==> config.mk <==
export PLATFORM = sky130hd
export DESIGN_NAME = counter_sequencer_ctrl
export DESIGN_NICKNAME = d
export VERILOG_FILES = /design/src/rtl/counter_seq_pkg.sv /design/src/rtl/counter_sequencer_ctrl_seg7_decoder_n.sv /design/src/rtl/counter_sequencer_ctrl.sv
export SDC_FILE = /design/constraint.sdc
export NUM_CORES = 1
export LEC_CHECK = 0
export ABC_AREA = 0
export CELL_PAD_IN_SITES_DETAIL_PLACEMENT = 1
export CELL_PAD_IN_SITES_GLOBAL_PLACEMENT = 2
export CORE_AREA = 2 2 91 93
export DETAILED_ROUTE_END_ITERATION = 8
export DIE_AREA = 0 0 93 95
export PLACE_DENSITY = 0.79
export SYNTH_ARGS = -nofsm -noshare
export SYNTH_HDL_FRONTEND = slang
export SYNTH_HIERARCHICAL = 1
export SYNTH_SLANG_ARGS = --single-unit
==> constraint.sdc <==
create_clock -name CLOCK_50 -period 3.55 [get_ports CLOCK_50]
set_input_delay 0.71 -clock CLOCK_50 [delete_from_list [all_inputs] [get_ports CLOCK_50]]
set_output_delay 0.71 -clock CLOCK_50 [all_outputs]
set_load 0.05 [all_outputs]
==> src/rtl/counter_seq_pkg.sv <==
`default_nettype none
// ============================================================================
// Module   : counter_seq_pkg
// Brief    : Shared state encoding, segment patterns and prescaler width for
//            the 7-segment counter sequencer.
// Revision : 1.0 - initial release
// ============================================================================
package counter_seq_pkg;

  localparam int PRESC_W = 29;

  typedef enum logic [1:0] {
    IDLE  = 2'd0,
    RUN   = 2'd1,
    PAUSE = 2'd2,
    DONE  = 2'd3
  } state_e;

  // Active-low patterns, left-most bit is segment a, right-most is g.
  localparam logic [0:6] SEG_0     = 7'b0000001;
  localparam logic [0:6] SEG_1     = 7'b1001111;
  localparam logic [0:6] SEG_2     = 7'b0010010;
  localparam logic [0:6] SEG_3     = 7'b0000110;
  localparam logic [0:6] SEG_4     = 7'b1001100;
  localparam logic [0:6] SEG_5     = 7'b0100100;
  localparam logic [0:6] SEG_6     = 7'b0100000;
  localparam logic [0:6] SEG_7     = 7'b0001111;
  localparam logic [0:6] SEG_8     = 7'b0000000;
  localparam logic [0:6] SEG_9     = 7'b0000100;
  localparam logic [0:6] SEG_BLANK = 7'b1111111;

endpackage
`default_nettype wire

==> src/rtl/counter_sequencer_ctrl_seg7_decoder_n.sv <==
`default_nettype none
// ============================================================================
// Module   : seg7_decoder_n
// Brief    : Combinational 4-bit value to active-low 7-segment decoder;
//            values above 9 blank the digit.
// Revision : 1.0 - initial release
// ============================================================================
module seg7_decoder_n
  import counter_seq_pkg::*;
(
  input  logic [3:0] value,
  output logic [0:6] seg
);

  always_comb begin
    case (value)
      4'd0:    seg = SEG_0;
      4'd1:    seg = SEG_1;
      4'd2:    seg = SEG_2;
      4'd3:    seg = SEG_3;
      4'd4:    seg = SEG_4;
      4'd5:    seg = SEG_5;
      4'd6:    seg = SEG_6;
      4'd7:    seg = SEG_7;
      4'd8:    seg = SEG_8;
      4'd9:    seg = SEG_9;
      default: seg = SEG_BLANK;
    endcase
  end

endmodule
`default_nettype wire

==> src/rtl/counter_sequencer_ctrl.sv <==
`default_nettype none
// ============================================================================
// Module   : counter_sequencer_ctrl
// Brief    : Run/pause/clear sequencer with rate prescaler and count register
//            driving one HEX digit. Define COUNTER_SEQ_DIR_CTRL_EN to add the
//            dir input (1 = count down).
// Revision : 1.0 - initial release
// ============================================================================
module counter_sequencer_ctrl
  import counter_seq_pkg::*;
#(
  parameter logic [PRESC_W-1:0] RATE0     = 29'd25000000,
  parameter logic [PRESC_W-1:0] RATE1     = 29'd50000000,
  parameter logic [PRESC_W-1:0] RATE2     = 29'd100000000,
  parameter logic [PRESC_W-1:0] RATE3     = 29'd300000000,
  parameter logic [3:0]         MAX_COUNT = 4'd9
) (
  input  logic       CLOCK_50,
  input  logic       RESET,
  input  logic       start,
  input  logic       pause,
  input  logic       clear,
  input  logic       oneshot,
`ifdef COUNTER_SEQ_DIR_CTRL_EN
  input  logic       dir,
`endif
  input  logic [1:0] rate_sel,
  output logic [3:0] count,
  output logic       tick,
  output logic       busy,
  output logic       done,
  output logic [0:6] HEX
);

  localparam logic [1:0] S_IDLE  = IDLE;
  localparam logic [1:0] S_RUN   = RUN;
  localparam logic [1:0] S_PAUSE = PAUSE;
  localparam logic [1:0] S_DONE  = DONE;

  logic [1:0]         r_state,  w_state_nxt;
  logic [PRESC_W-1:0] r_presc,  w_presc_nxt;
  logic [3:0]         r_count,  w_count_nxt;
  logic               r_tick,   w_tick_nxt;
  logic               r_busy;
  logic               r_done;
  logic [1:0]         r_rate_sel;
  logic [PRESC_W-1:0] w_rate;
  logic [PRESC_W-1:0] w_rate_m1;
  logic               w_dir;
  logic [3:0]         w_reload;

`ifdef COUNTER_SEQ_DIR_CTRL_EN
  logic r_dir;

  // Remembers the direction of the last tick so DONE->start reloads the
  // correct end of the range.
  always_ff @(posedge CLOCK_50) begin
    if (RESET)           r_dir <= 1'b0;
    else if (w_tick_nxt) r_dir <= dir;
  end

  assign w_dir    = dir;
  assign w_reload = r_dir ? MAX_COUNT : 4'd0;
`else
  assign w_dir    = 1'b0;
  assign w_reload = 4'd0;
`endif

  always_comb begin
    case (rate_sel)
      2'd0:    w_rate = RATE0;
      2'd1:    w_rate = RATE1;
      2'd2:    w_rate = RATE2;
      default: w_rate = RATE3;
    endcase
  end

  assign w_rate_m1 = w_rate - PRESC_W'(1);

  always_comb begin
    w_state_nxt = r_state;
    w_presc_nxt = r_presc;
    w_count_nxt = r_count;
    w_tick_nxt  = 1'b0;
    if (clear) begin
      w_state_nxt = S_IDLE;
      w_presc_nxt = '0;
      w_count_nxt = 4'd0;
    end else begin
      case (r_state)
        S_IDLE: begin
          if (start) begin
            w_state_nxt = S_RUN;
            w_presc_nxt = '0;
          end
        end
        S_RUN: begin
          // start outranks pause, and start while running is a no-op.
          if (pause && !start) begin
            w_state_nxt = S_PAUSE;
          end else if (rate_sel != r_rate_sel) begin
            w_presc_nxt = '0;
          end else if (r_presc == w_rate_m1) begin
            w_presc_nxt = '0;
            w_tick_nxt  = 1'b1;
            if (!w_dir) begin
              if (r_count < MAX_COUNT) w_count_nxt = r_count + 4'd1;
              else if (oneshot)        w_state_nxt = S_DONE;
              else                     w_count_nxt = 4'd0;
            end else begin
              if (r_count != 4'd0)     w_count_nxt = r_count - 4'd1;
              else if (oneshot)        w_state_nxt = S_DONE;
              else                     w_count_nxt = MAX_COUNT;
            end
          end else begin
            w_presc_nxt = r_presc + PRESC_W'(1);
          end
        end
        S_PAUSE: begin
          if (start) w_state_nxt = S_RUN;
        end
        S_DONE: begin
          if (start) begin
            w_state_nxt = S_RUN;
            w_presc_nxt = '0;
            w_count_nxt = w_reload;
          end
        end
        default: w_state_nxt = S_IDLE;
      endcase
    end
  end

  always_ff @(posedge CLOCK_50) begin
    if (RESET) begin
      r_state    <= S_IDLE;
      r_presc    <= '0;
      r_count    <= 4'd0;
      r_tick     <= 1'b0;
      r_busy     <= 1'b0;
      r_done     <= 1'b0;
      r_rate_sel <= 2'd0;
    end else begin
      r_state    <= w_state_nxt;
      r_presc    <= w_presc_nxt;
      r_count    <= w_count_nxt;
      r_tick     <= w_tick_nxt;
      r_busy     <= (w_state_nxt == S_RUN);
      r_done     <= (w_state_nxt == S_DONE);
      r_rate_sel <= rate_sel;
    end
  end

  assign count = r_count;
  assign tick  = r_tick;
  assign busy  = r_busy;
  assign done  = r_done;

  seg7_decoder_n u_seg7 (
    .value (r_count),
    .seg   (HEX)
  );

endmodule
`default_nettype wire

==> results.sh <==
export IMPL_ys_ff_latch=40
export IMPL_dieHeight_um=95
export IMPL_place_gp_congestion=0.807
export IMPL_tightest_slew_ns=0.634
export IMPL_fin_skew_ns=0.00956
export IMPL_critPathKind="in -> reg"
export IMPL_syn_area_mm2=0.00259
export IMPL_hold_path_depth=1
export IMPL_slowest_stage="clkdlybuf4s50_1"
export IMPL_routedWlPerCell_um=14.8
export IMPL_status="complete, no violations"
export IMPL_cts_sinks=40
export IMPL_overflow=0
export IMPL_io_buffers=21
export IMPL_detail_route_first_pass_iterations=4
export IMPL_vdd_drop_max_mv=0.146
export IMPL_ys_types=56
export IMPL_slew_viol_final=0
export IMPL_maxCapViolations=0
export IMPL_placed_area_mm2=0.00297
export IMPL_slew_headroom=0.576
export IMPL_hold_violations=0
export IMPL_vias=2365
export IMPL_pwr_share_comb=0.090
export IMPL_clkTransAtPathRegs_ns=0.09
export IMPL_layout_drive_gt1_share=0.0992
export IMPL_antenna_cells=0
export IMPL_setup_viol=0
export IMPL_core_area_mm2=0.00793
export IMPL_hold_ws_ns=0.515
export IMPL_die_area_mm2=0.00884
export IMPL_n_fill_cell=978
export IMPL_worstPathArrival_ns=3.41
export IMPL_rsz0062_at_grt="no"
export IMPL_cts_hold_fix_buffers=0
export IMPL_fmax_ghz=0.310
export IMPL_cts_buffers=5
export IMPL_switching_share=0.237
export IMPL_clock_root_buffer="clkbuf_8"
export IMPL_post_cts_resized=0
export IMPL_via_per_inst=5.16
export IMPL_drc=0
export IMPL_net_switching_power_w=0.000215
export IMPL_clock_latency_ns=0.30
export IMPL_worstPathRequired_ns=3.73
export IMPL_antenna_found_initial=0
export IMPL_ys_flop_type="dfxtp_1"
export IMPL_synth_fp_nets=344
export IMPL_synth_edff_count=0
export IMPL_synth_cells=324
export IMPL_yosysWarnings=6
export IMPL_hpwl_um=5140
export IMPL_power_density_mw_per_mm2=295
export IMPL_clk_path_buf_depth=2
export IMPL_htree_num_levels=2
export IMPL_cts_tree="built"
export IMPL_post_route_util=0.388
export IMPL_cp_max_fo=4
export IMPL_grt_first_pass_wirelength_um=11500
export IMPL_path_cells="clkdlybuf4s50_1, nor2_1, inv_1, ha_1, or2_0, a2111oi_2, o211ai_2, nor4_2, o211a_1, a31oi_2, a32o_1"
export IMPL_cp_start_kind="primary input"
export IMPL_ys_async_sr_fraction=0
export IMPL_hold_class="reg -> reg"
export IMPL_num_rows=33
export IMPL_ios=22
export IMPL_power_frac_seq=0.498
export IMPL_grt_max_degree=20
export IMPL_p_int_w=0.000693
export IMPL_syn_to_final_growth_pct=18.6
export IMPL_drt_iter0_drc=87
export IMPL_start_util=0.327
export IMPL_fin_tns_setup_ns=0
export IMPL_syn_avg_cell_area_um2=8.01
export IMPL_clock_power_share=0.412
export IMPL_grt_use_total=0.162
export IMPL_fin_crit_ns=3.23
export IMPL_postCtsSetupBuffers=0
export IMPL_final_nets=372
export IMPL_leakage_nw=1.08
export IMPL_grt_pass1_vias=2407
export IMPL_period_share=0.909
export IMPL_ys_seq_area_frac=0.309
export IMPL_wirelength_um=6780
export IMPL_cpPeakStageDelay_ns=0.47
export IMPL_ant_nets=0
export IMPL_die_w_um=93
export IMPL_end_kind="flip-flop"
export IMPL_rr_worst_depth=8
export IMPL_final_cell_area_mm2=0.00308
[cells in the final DEF, fill, tap and decap left out, types with 3 or more instances in the layout]
cell,netlist,final
a21oi_1,11,11
nand4b_1,5,5
clkbuf_8,0,5
o22ai_1,3,3
nand4_1,6,6
nand3b_1,4,4
xnor2_1,12,12
clkdlybuf4s50_1,0,21
nor3_1,4,4
nor2b_1,3,3
o211ai_1,3,3
buf_4,0,11
dfxtp_1,40,40
nor3b_1,5,5
and3_1,9,9
o21ai_0,12,12
inv_1,15,15
nor2_1,45,45
nand2_1,35,35
nand2b_1,8,8
a31oi_1,5,5
nand3_1,21,21
xor2_1,13,13
ha_1,12,12
[final cells by class]
class	instances	area (um^2)	area share
sequential	40	801	0.260
tap	105	131	0.0427
clock buffer	5	68.8	0.0224
multi-input combinational	257	1660	0.541
clock inverter	3	42.5	0.0138
timing repair buffer	33	313	0.102
inverter	15	56.3	0.0183
[synth_stat cells (2+ instances only)]
master | n | area (um^2)
a211oi_1 | 2 | 15.0
a21oi_1 | 11 | 55.1
a31oi_1 | 5 | 31.3
a32o_1 | 2 | 20.0
a32oi_1 | 2 | 17.5
and3_1 | 9 | 56.3
and4_1 | 2 | 17.5
buf_2 | 5 | 25.0
buf_6 | 3 | 33.8
clkbuf_1 | 4 | 15.0
dfxtp_1 | 40 | 801
ha_1 | 12 | 150
inv_1 | 15 | 56.3
mux2i_1 | 2 | 20.0
nand2_1 | 35 | 131
nand2b_1 | 8 | 50.1
nand3_1 | 21 | 105
nand3b_1 | 4 | 30.0
nand4_1 | 6 | 37.5
nand4b_1 | 5 | 43.8
nor2_1 | 45 | 169
nor2b_1 | 3 | 18.8
nor3_1 | 4 | 20.0
nor3_4 | 2 | 32.5
nor3b_1 | 5 | 37.5
nor4bb_1 | 2 | 20.0
o211ai_1 | 3 | 22.5
o21ai_0 | 12 | 60.1
o22ai_1 | 3 | 18.8
o32ai_1 | 2 | 17.5
or2_2 | 2 | 12.5
xnor2_1 | 12 | 105
xor2_1 | 13 | 114
[critical path: cells and delay by family]
family | cells | cell delay (ns)
AOI/OAI and AO/OA | 5 | 1.18
and+or+nand+nor | 3 | 0.78
buffers and inverters | 2 | 0.54
adders and majority gates | 1 | 0.20
[power groups by stage]
stage	Clock, W	Sequential [W]	Combinational, W
after global placement	0	0.000463	0.0000804
after global routing	0.000412	0.000453	0.0000890
after detailed placement	0	0.000463	0.0000804
after CTS	0.000391	0.000452	0.0000811
after floorplan	0	0.000465	0.0000466
final	0.000374	0.000452	0.0000816
[kinds of logic (layout without fill, tap and decap cells)]
kind of cell             count (synthesis)  after routing  synth area share
AO/OA/AOI/OAI                           56             56             0.155
XOR/XNOR                                26             26            0.0931
multiplexers                             3              3            0.0121
adder cells (fa/ha/maj)                 12             12            0.0579
buffers and inverters                   27             56            0.0501
flip-flops                              40             40             0.309
AND/OR/NAND/NOR                        160            160             0.324
[per-layer routing]
metal | global-route usage | share of wire
met3 | 0.0247 | 0.029
met4 | 0.0417 | 0.0065
met2 | 0.275 | 0.48
met5 | 0 | 0
met1 | 0.217 | 0.49
[through the flow]
stage	setup WS (ns)	std cells	power, W
final	0.323	458	0.000908
after global routing	0.175	458	0.000953
after CTS	0.330	458	0.000925
after detailed placement	0.0489	450	0.000543
after global placement	0.147	450	0.000543
after floorplan	0.443	324	0.000512
[sequential cells by signal (all words and copies together) (netlist names)]
register	cells
r_state	2
tick	1
busy	1
done	1
r_presc	29
count	4
r_rate_sel	2
[worst paths after layout]
| check | slack [ns] | start | end |
|---|---|---|---|
| worst max-delay path | 0.32 | rate_sel[1] | count[2] |
| worst min-delay path | 0.51 | r_presc[2] | r_presc[2] |
| worst max register to register | 1.05 | r_presc[0] | count[2] |
| worst min register to register | 0.51 | r_presc[2] | r_presc[2] |
No activity file was read; power rests on OpenSTA's default activity.
